## src/rtl/vtg_pkg.sv

```systemverilog
// Shared video timing types, presets and helpers.
// Used by vtg_prog and vtg_axis.
package vtg_pkg;

   localparam int VTG_CW = 12;

   typedef logic [VTG_CW-1:0] vtg_cnt_t;
   typedef logic [VTG_CW+1:0] vtg_tot_t;

   typedef struct packed {
      vtg_cnt_t h_active;
      vtg_cnt_t h_fp;
      vtg_cnt_t h_sync;
      vtg_cnt_t h_bp;
      vtg_cnt_t v_active;
      vtg_cnt_t v_fp;
      vtg_cnt_t v_sync;
      vtg_cnt_t v_bp;
      logic     hsync_pol;
      logic     vsync_pol;
   } vtg_timing_t;

   localparam vtg_tot_t TOT_ONE = vtg_tot_t'(1);
   localparam vtg_tot_t TOT_MAX = vtg_tot_t'((1 << VTG_CW) - 1);

   localparam vtg_timing_t TIMING_720P60 = '{
      h_active : vtg_cnt_t'(1280),
      h_fp     : vtg_cnt_t'(110),
      h_sync   : vtg_cnt_t'(40),
      h_bp     : vtg_cnt_t'(220),
      v_active : vtg_cnt_t'(720),
      v_fp     : vtg_cnt_t'(5),
      v_sync   : vtg_cnt_t'(5),
      v_bp     : vtg_cnt_t'(20),
      hsync_pol: 1'b1,
      vsync_pol: 1'b1
   };

   localparam vtg_timing_t TIMING_1080P30 = '{
      h_active : vtg_cnt_t'(1920),
      h_fp     : vtg_cnt_t'(88),
      h_sync   : vtg_cnt_t'(44),
      h_bp     : vtg_cnt_t'(148),
      v_active : vtg_cnt_t'(1080),
      v_fp     : vtg_cnt_t'(4),
      v_sync   : vtg_cnt_t'(5),
      v_bp     : vtg_cnt_t'(36),
      hsync_pol: 1'b1,
      vsync_pol: 1'b1
   };

   // Sum computed two bits wider so oversize configs are detectable.
   function automatic vtg_tot_t vtg_total(
      input vtg_cnt_t a,
      input vtg_cnt_t f,
      input vtg_cnt_t s,
      input vtg_cnt_t b
   );
      return vtg_tot_t'(a) + vtg_tot_t'(f) + vtg_tot_t'(s) + vtg_tot_t'(b);
   endfunction

endpackage

```

## src/rtl/vtg_axis.sv

```systemverilog
// One timing axis: position counter, wrap, active and sync decode.
// Ports: clk/rst_n, step (advance), load (register pos/sync), timing
// fields + pol in; act/first/last (comb, on next position), pos, sync out.
module vtg_axis #(
   parameter int   CW      = 12,
   parameter logic RST_POL = 1'b1
) (
   input  logic          clk,
   input  logic          rst_n,
   input  logic          step,
   input  logic          load,
   input  logic [CW-1:0] t_active,
   input  logic [CW-1:0] t_fp,
   input  logic [CW-1:0] t_sync,
   input  logic [CW-1:0] t_bp,
   input  logic          pol,
   output logic          act,
   output logic          first,
   output logic          last,
   output logic [CW-1:0] pos,
   output logic          sync
);

   localparam logic [CW-1:0] C_ONE = {{(CW-1){1'b0}}, 1'b1};
   localparam logic [CW+1:0] T_ONE = {{(CW+1){1'b0}}, 1'b1};

   // cnt is the position that the next load presents on pos.
   logic [CW-1:0] cnt;
   logic [CW+1:0] cnt_x;
   logic [CW+1:0] sync_lo;
   logic [CW+1:0] sync_hi;
   logic [CW+1:0] tot;
   logic          swin;

   assign cnt_x   = {2'b00, cnt};
   assign sync_lo = {2'b00, t_active} + {2'b00, t_fp};
   assign sync_hi = sync_lo + {2'b00, t_sync};
   assign tot     = sync_hi + {2'b00, t_bp};

   assign act   = cnt < t_active;
   assign first = cnt == '0;
   assign last  = cnt_x == tot - T_ONE;
   assign swin  = (cnt_x >= sync_lo) && (cnt_x < sync_hi);

   always_ff @(posedge clk) begin
      if (!rst_n) begin
         cnt  <= '0;
         pos  <= '0;
         sync <= ~RST_POL;
      end else begin
         if (step) begin
            cnt <= last ? '0 : cnt + C_ONE;
         end
         if (load) begin
            pos  <= cnt;
            sync <= swin ? pol : ~pol;
         end
      end
   end

endmodule

```

## src/rtl/vtg_prog.sv

```systemverilog
// Programmable video timing generator with frame-synchronous reconfig.
// Ports: clk_hdmi, rst_hdmi_n, ce; cfg_timing/cfg_load in, cfg_pending/
// cfg_err out; hcount, vcount, de, hsync, vsync, line_start, frame_start.
module vtg_prog
   import vtg_pkg::*;
#(
   parameter int          CW         = VTG_CW,
   parameter vtg_timing_t RST_TIMING = TIMING_720P60
) (
   input  logic          clk_hdmi,
   input  logic          rst_hdmi_n,
   input  logic          ce,
   input  vtg_timing_t   cfg_timing,
   input  logic          cfg_load,
   output logic          cfg_pending,
   output logic          cfg_err,
   output logic [CW-1:0] hcount,
   output logic [CW-1:0] vcount,
   output logic          de,
   output logic          hsync,
   output logic          vsync,
   output logic          line_start,
   output logic          frame_start
);

   vtg_timing_t act_t;
   vtg_timing_t shd_t;
   vtg_timing_t eff_t;
   vtg_tot_t    h_tot;
   vtg_tot_t    v_tot;
   vtg_tot_t    c_htot;
   vtg_tot_t    c_vtot;
   logic        at_end;
   logic        apply;
   logic        cfg_ok;
   logic        h_act;
   logic        h_first;
   logic        h_last;
   logic        v_act;
   logic        v_first;
   logic        v_last_unused;

   assign h_tot = vtg_total(act_t.h_active, act_t.h_fp,
                            act_t.h_sync, act_t.h_bp);
   assign v_tot = vtg_total(act_t.v_active, act_t.v_fp,
                            act_t.v_sync, act_t.v_bp);

   assign c_htot = vtg_total(cfg_timing.h_active, cfg_timing.h_fp,
                             cfg_timing.h_sync, cfg_timing.h_bp);
   assign c_vtot = vtg_total(cfg_timing.v_active, cfg_timing.v_fp,
                             cfg_timing.v_sync, cfg_timing.v_bp);

   assign cfg_ok = (cfg_timing.h_active != '0) &&
                   (cfg_timing.h_sync   != '0) &&
                   (cfg_timing.v_active != '0) &&
                   (cfg_timing.v_sync   != '0) &&
                   (c_htot <= TOT_MAX) &&
                   (c_vtot <= TOT_MAX);

   // Presented position is the last of the frame: this edge presents
   // (0,0) of the next frame, so it is decoded with the shadow timing.
   assign at_end = (vtg_tot_t'(hcount) == h_tot - TOT_ONE) &&
                   (vtg_tot_t'(vcount) == v_tot - TOT_ONE);
   assign apply  = ce && at_end;
   assign eff_t  = apply ? shd_t : act_t;

   vtg_axis #(
      .CW      (CW),
      .RST_POL (RST_TIMING.hsync_pol)
   ) u_h (
      .clk      (clk_hdmi),
      .rst_n    (rst_hdmi_n),
      .step     (ce),
      .load     (ce),
      .t_active (eff_t.h_active),
      .t_fp     (eff_t.h_fp),
      .t_sync   (eff_t.h_sync),
      .t_bp     (eff_t.h_bp),
      .pol      (eff_t.hsync_pol),
      .act      (h_act),
      .first    (h_first),
      .last     (h_last),
      .pos      (hcount),
      .sync     (hsync)
   );

   // Vertical outputs only reload at the start of a line.
   vtg_axis #(
      .CW      (CW),
      .RST_POL (RST_TIMING.vsync_pol)
   ) u_v (
      .clk      (clk_hdmi),
      .rst_n    (rst_hdmi_n),
      .step     (ce && h_last),
      .load     (ce && h_first),
      .t_active (eff_t.v_active),
      .t_fp     (eff_t.v_fp),
      .t_sync   (eff_t.v_sync),
      .t_bp     (eff_t.v_bp),
      .pol      (eff_t.vsync_pol),
      .act      (v_act),
      .first    (v_first),
      .last     (v_last_unused),
      .pos      (vcount),
      .sync     (vsync)
   );

   always_ff @(posedge clk_hdmi) begin
      if (!rst_hdmi_n) begin
         act_t       <= RST_TIMING;
         shd_t       <= RST_TIMING;
         cfg_pending <= 1'b0;
         cfg_err     <= 1'b0;
         de          <= 1'b0;
         line_start  <= 1'b0;
         frame_start <= 1'b0;
      end else begin
         cfg_err <= cfg_load && !cfg_ok;
         if (apply) begin
            act_t <= shd_t;
         end
         // A load on the apply edge wins: it refills the shadow.
         if (cfg_load && cfg_ok) begin
            shd_t       <= cfg_timing;
            cfg_pending <= 1'b1;
         end else if (apply) begin
            cfg_pending <= 1'b0;
         end
         if (ce) begin
            de          <= h_act && v_act;
            line_start  <= h_first;
            frame_start <= h_first && v_first;
         end
      end
   end

endmodule

```

## config.mk

```make
export PLATFORM = sky130hd
export DESIGN_NAME = vtg_prog
export DESIGN_NICKNAME = d
export VERILOG_FILES = /design/src/rtl/vtg_pkg.sv /design/src/rtl/vtg_axis.sv /design/src/rtl/vtg_prog.sv
export SDC_FILE = /design/constraint.sdc
export NUM_CORES = 1
export LEC_CHECK = 0
export BUFFER_PORTS_ARGS = -buffer_cell sky130_fd_sc_hd__buf_2
export CAP_MARGIN = 5
export CELL_PAD_IN_SITES_DETAIL_PLACEMENT = 0
export CELL_PAD_IN_SITES_GLOBAL_PLACEMENT = 2
export CORE_MARGIN = 10
export CORE_UTILIZATION = 39
export DETAILED_ROUTE_END_ITERATION = 10
export GPL_TIMING_DRIVEN = 0
export PLACE_DENSITY = 0.81
export SYNTH_ARGS = -nofsm -noshare
export SYNTH_HDL_FRONTEND = slang
export SYNTH_SLANG_ARGS = --single-unit
export TNS_END_PERCENT = 1
```

## constraint.sdc

```tcl
create_clock -name clk_hdmi -period 11.6 [get_ports clk_hdmi]
set_clock_uncertainty 0.2 [all_clocks]
set_input_delay 0.58 -clock clk_hdmi [delete_from_list [all_inputs] [get_ports clk_hdmi]]
set_output_delay 0.58 -clock clk_hdmi [all_outputs]
set_load 0.005 [all_outputs]
```

Word-level counts from Yosys, hierarchy flattened:

Index checks and enable logic that the tools add are counted.

* $add $sub $neg: 24
* eq/ne operators: 4
* mux-type cells: 7
* bitwise operators: 2
* order comparisons: 8
* reductions and logical operators: 23

Operator list (count)
* adder 14 x 12 -> 14 bit: 8
* 2-to-1 mux 98 bit: 1
* adder 12 x 12 -> 13 bit: 6
* adder 13 x 12 -> 14 bit: 4
* == test 12 x 14 -> 1 bit: 4
* subtractor 14 x 1 -> 14 bit, second input constant: 4
* nonzero test 12 bit: 4
* >= comparator 12 x 14 -> 1 bit: 2
* less-or-equal comparator 14 x 12 -> 1 bit, second input constant: 2
* < comparator 12 x 14 -> 1 bit: 2
* adder 12 x 1 -> 12 bit, second input constant: 2
* logical NOT 12 bit: 2
* < comparator 12 bit: 2
* 2-to-1 mux 12 bit: 2
* logical AND 1 bit: 15
* 2-to-1 mux 1 bit: 4
* NOT 1 bit: 2
* nonzero test 2 bit: 1
* logical NOT 1 bit: 1

* input bits: 102
* word-level logic and storage cells: 99
* flip-flop bits (word level): 251
* output and inout port bits: 31

Logic depth before layout (Yosys ltp):

* depth in word-level cells: 14
* mapped depth: 48

Cells and area by module:

From an unflattened synthesis, not the netlist that was laid out.

* cell total of the unflattened synthesis: 2543
* area total of the unflattened synthesis: 21981.1 um2

Modules (own cells, without submodules)
* vtg_prog: area each 13982.2 um2, instances 1, cells an instance 1544
* vtg_axis (u_v): area each 4048.9 um2, instances 1, cells an instance 509
* vtg_axis (u_h): area each 3950.0 um2, instances 1, cells an instance 490

Least setup slack after synthesis:

No wires, ideal clock.

* path kind: register -> register
* start point: reg act_t[3] (netlist name)
* end point: reg u_v.cnt[6]
* library setup time: 0.115 ns
* required time: 11.285 ns
* stages on the path, launching flop included: 49
* data arrival time: 10.181 ns
* clock period less this slack: 10.496 ns
* buffers on the path: 4
* path slack: 1.104 ns
* cell sequence: dfxtp_1 > inv_1 > ha_1 > inv_1 > fa_1 > fa_1 > ha_1 > inv_1 > fa_1 > nor2b_2 > o2111ai_2 > and3_4 > or3_4 > a2111oi_4 > o2111ai_1 > nand4b_1 > buf_4 > clkbuf_1 > [... 13 more ...] > a21o_1 > a21o_1 > a21oi_1 > xor2_1 > ha_1 > inv_1 > ha_1 > nor2b_1 > a211oi_1 > nand4_1 > nor3_1 > nand4_1 > or4_1 > or3_1 > buf_2 > o41ai_2 > buf_4 > nor2_1

RTL lines
* start: declaration: line vtg_prog.sv:26 `vtg_timing_t act_t;`
* start signal: assignment: line vtg_prog.sv:120 `act_t <= shd_t;`
* end signal: assignment: line vtg_axis.sv:52 `cnt <= last ? '0 : cnt + C_ONE;`
* end: declaration: line vtg_axis.sv:28 `logic [CW-1:0] cnt;`

==> flow_summary.json <==
{
  "outcome": "completed",
  "crit_path_max_fanout": 10,
  "synth.avg_cell_area_um2": 8.90,
  "nets": 2799,
  "worstMarginPinSlew_ns": 1.01,
  "vias": 15960,
  "hold_path.class": "in -> reg",
  "relSlewSlack": 0.327,
  "critPathBufInv": 9,
  "syn_area_um2": 19400,
  "min_period_over_period": 0.957,
  "ant_nets": 0,
  "ys.warnings.count": 0,
  "clk_transition_reported_paths_ns": 0.06,
  "num_rows": 81,
  "final_layout_size_suffix_gt1_frac": 0.129,
  "initial_core_util": 0.396,
  "drt_wl_total_um": 64900,
  "cts_buffer_depth": 3,
  "grt_max_degree": 14,
  "crit_path_end_kind": "flop",
  "drtPass1Iterations": 5,
  "drt_iter0_markers": 1090,
  "hold_viol": 0,
  "gr-total-overflow": 0,
  "vdd_drop_max_mv": 0.0966,
  "wl_per_cell_um": 21.4,
  "ys_seq_elements": 251,
  "vias_per_cell": 5.26,
  "htreeDepth": 1,
  "maxSlewViolCount": 0,
  "worst_slack_ns": 0.497,
  "cp_common_cell": "inv_1",
  "power_density_nw_per_um2": 99.7,
  "multi_input_area_um2": 13300,
  "max_freq_mhz": 90.1,
  "pre_cts_ws_ns": -0.501,
  "die_h_um": 243,
  "antenna_found_initial": 1,
  "grtUsageTotal": 0.213,
  "dieArea_um2": 59100,
  "min_period_ns": 11.10,
  "hpwl_um": 55200,
  "antenna_cells": 0,
  "num-fill-cells": 5020,
  "regArea_um2": 5030,
  "critPathKind": "reg -> reg",
  "gp_congestion": 0.902,
  "critPathTopFamily": "adder cells",
  "grt_pass1_wl_um": 97000,
  "synthFlopType": "dfxtp_1",
  "postSynthCellCount": 2181,
  "dieWidth_um": 243,
  "instances_no_fill": 3036,
  "hold_ws_ns": 0.0658,
  "grt_pass1_vias": 15662,
  "arrival_ns": 11.36,
  "synth_edf_count": 0,
  "drcViolationCount": 0,
  "cts_tree": "yes",
  "finalSetupViolCount": 0,
  "io_buffers": 131,
  "p_leak_uw": 0.0106,
  "placed_cells": 2976,
  "crit_required_ns": 11.85,
  "core_area_um2": 49100,
  "utilization": 0.450,
  "ys_seq_area_frac": 0.259,
  "cp_slowest_cell": "or4_4",
  "maxCapViolations": 0,
  "cts.sinks": 251,
  "cp_slowest_stage_delay_ns": 0.57,
  "p_total_uw": 2200,
  "syn2layout_area_growth_pct": 13.8,
  "syn_nets": 2629,
  "root_buffer": "clkbuf_16",
  "ios": 133,
  "ys_async_sr_fraction": 0,
  "ys_types": 77,
  "crit_path_start_kind": "flop",
  "clock_latency_ns": 0.56,
  "cts_made_buffers": 28
}
==> worst reg2reg max path: cells and delay by family, from the launching register on <==
| family | cells | cell delay (ns) |
|---|---|---|
| AO/OA/AOI/OAI | 13 | 2.74 |
| XOR/XNOR | 2 | 0.41 |
| adder cells (fa/ha/maj) | 10 | 3.15 |
| buffers and inverters | 9 | 1.10 |
| flip-flops | 1 | 0.33 |
| multiplexers | 1 | 0.31 |
| AND/OR/NAND/NOR | 13 | 2.77 |
==> routing by layer <==
layer	vias up	routed length (µm)	track usage
met2	443	27400	0.322
met3	75	3700	0.0347
met1	7636	32400	0.310
met4	0	1370	0.0472
met5	-	0	0
li1	7806	-	-
==> report_power, final <==
| part | internal [µW] | switching, µW | leakage [µW] | total [µW] |
|---|---|---|---|---|
| Clock | 557 | 372 | 0.000473 | 929 |
| Combinational | 136 | 201 | 0.00810 | 337 |
| Sequential | 900 | 36.2 | 0.00203 | 936 |
==> worst paths after layout <==
kind / from / end / slack, ns / cells past startpoint
min reg2reg: line_start / line_start / 0.26 / 2
min: cfg_load / cfg_err / 0.07 / 3
max: act_t[3] / u_v.cnt[2] / 0.50 / 48
max reg2reg: act_t[3] / u_v.cnt[2] / 0.50 / 48
==> cells by family after synthesis <==
| group | count (synthesis) | share of synthesized area |
|---|---|---|
| adders and majority gates | 348 | 0.263 |
| DFF | 251 | 0.259 |
| AOI/OAI and AO/OA | 378 | 0.124 |
| muxes | 146 | 0.0786 |
| and+or+nand+nor | 594 | 0.149 |
| xor gates and xnor gates | 140 | 0.0632 |
| buffers and inverters | 324 | 0.0635 |
==> cell usage after synthesis, types with 4 or more instances <==
master	count	area, µm²
o211ai_1	8	60.1
fa_1	100	2000
o21bai_1	9	67.6
and3_1	4	25.0
nor2_1	125	469
xor2_1	50	438
and2_1	42	263
buf_2	7	35.0
a21oi_1	85	425
nor3_1	32	160
or4_1	4	30.0
o31ai_1	5	37.5
a21o_1	55	413
o21ai_1	5	25.0
nand2b_1	21	131
nor2b_1	20	125
nor4_1	26	163
or2_2	20	125
a31oi_1	8	50.1
xnor2_1	90	788
a211oi_1	13	97.6
a21boi_0	4	30.0
o2111ai_1	4	35.0
buf_1	13	48.8
nand4_1	22	138
ha_1	246	3080
a211o_1	4	35.0
mux2i_1	98	981
dfxtp_1	251	5020
or3_1	7	43.8
o21ai_0	128	641
nand3_1	98	490
nand2_1	155	582
clkbuf_1	61	229
a2111oi_0	5	43.8
o21a_1	9	67.6
inv_1	241	905
mux2_2	47	529
==> state kept, by name (all words and copies together), names as in the netlist <==
signal       count
shd_t           98
u_h.pos         12
act_t           98
cfg_err          1
u_v.cnt         12
de               1
line_start       1
u_h.sync         1
u_v.sync         1
u_h.cnt         12
cfg_pending      1
u_v.pos         12
frame_start      1
==> area by class of cell <==
| class | instances | area share |
|---|---|---|
| plain buffers | 83 | 0.0160 |
| clock inverters | 7 | 0.00396 |
| repair buffers | 140 | 0.0326 |
| clock buffers | 44 | 0.0395 |
| flip-flops and latches | 251 | 0.228 |
| multi-input cells | 1606 | 0.602 |
| well taps | 664 | 0.0376 |
| inverters | 241 | 0.0409 |
==> repair_timing <==
action                                  CTS  global route
pin swaps                                 1            18
gates resized for setup                  10            33
hold buffers                              0             0
cloned                                    0             2
buffers inserted                          0             7
endpoints found under the setup margin   24            24
==> metrics by stage <==
stage          area [µm²]  TNS [ns]
2_1_floorplan       19400         0
6_report            22100         0
5_1_grt             22100    -0.106
4_1_cts             21900         0
3_3_place_gp        20900     -6.18
3_5_place_dp        20900     -6.72
==> layout by cell type, fill, tap and decap left out, types with 13 or more instances in the layout <==
cell type,netlist,routed
a21o_1,55,55
a21oi_1,85,81
and2_1,42,42
buf_1,13,13
buf_2,7,139
clkbuf_1,61,64
clkbuf_16,0,29
dfxtp_1,251,250
fa_1,100,98
ha_1,246,243
inv_1,241,240
mux2_2,47,47
mux2i_1,98,95
nand2_1,155,155
nand2b_1,21,20
nand3_1,98,98
nand4_1,22,22
nor2_1,125,125
nor2b_1,20,20
nor3_1,32,30
nor4_1,26,25
o21ai_0,128,128
or2_2,20,20
xnor2_1,90,90
xor2_1,50,49
(Power assumes the default switching activity.)
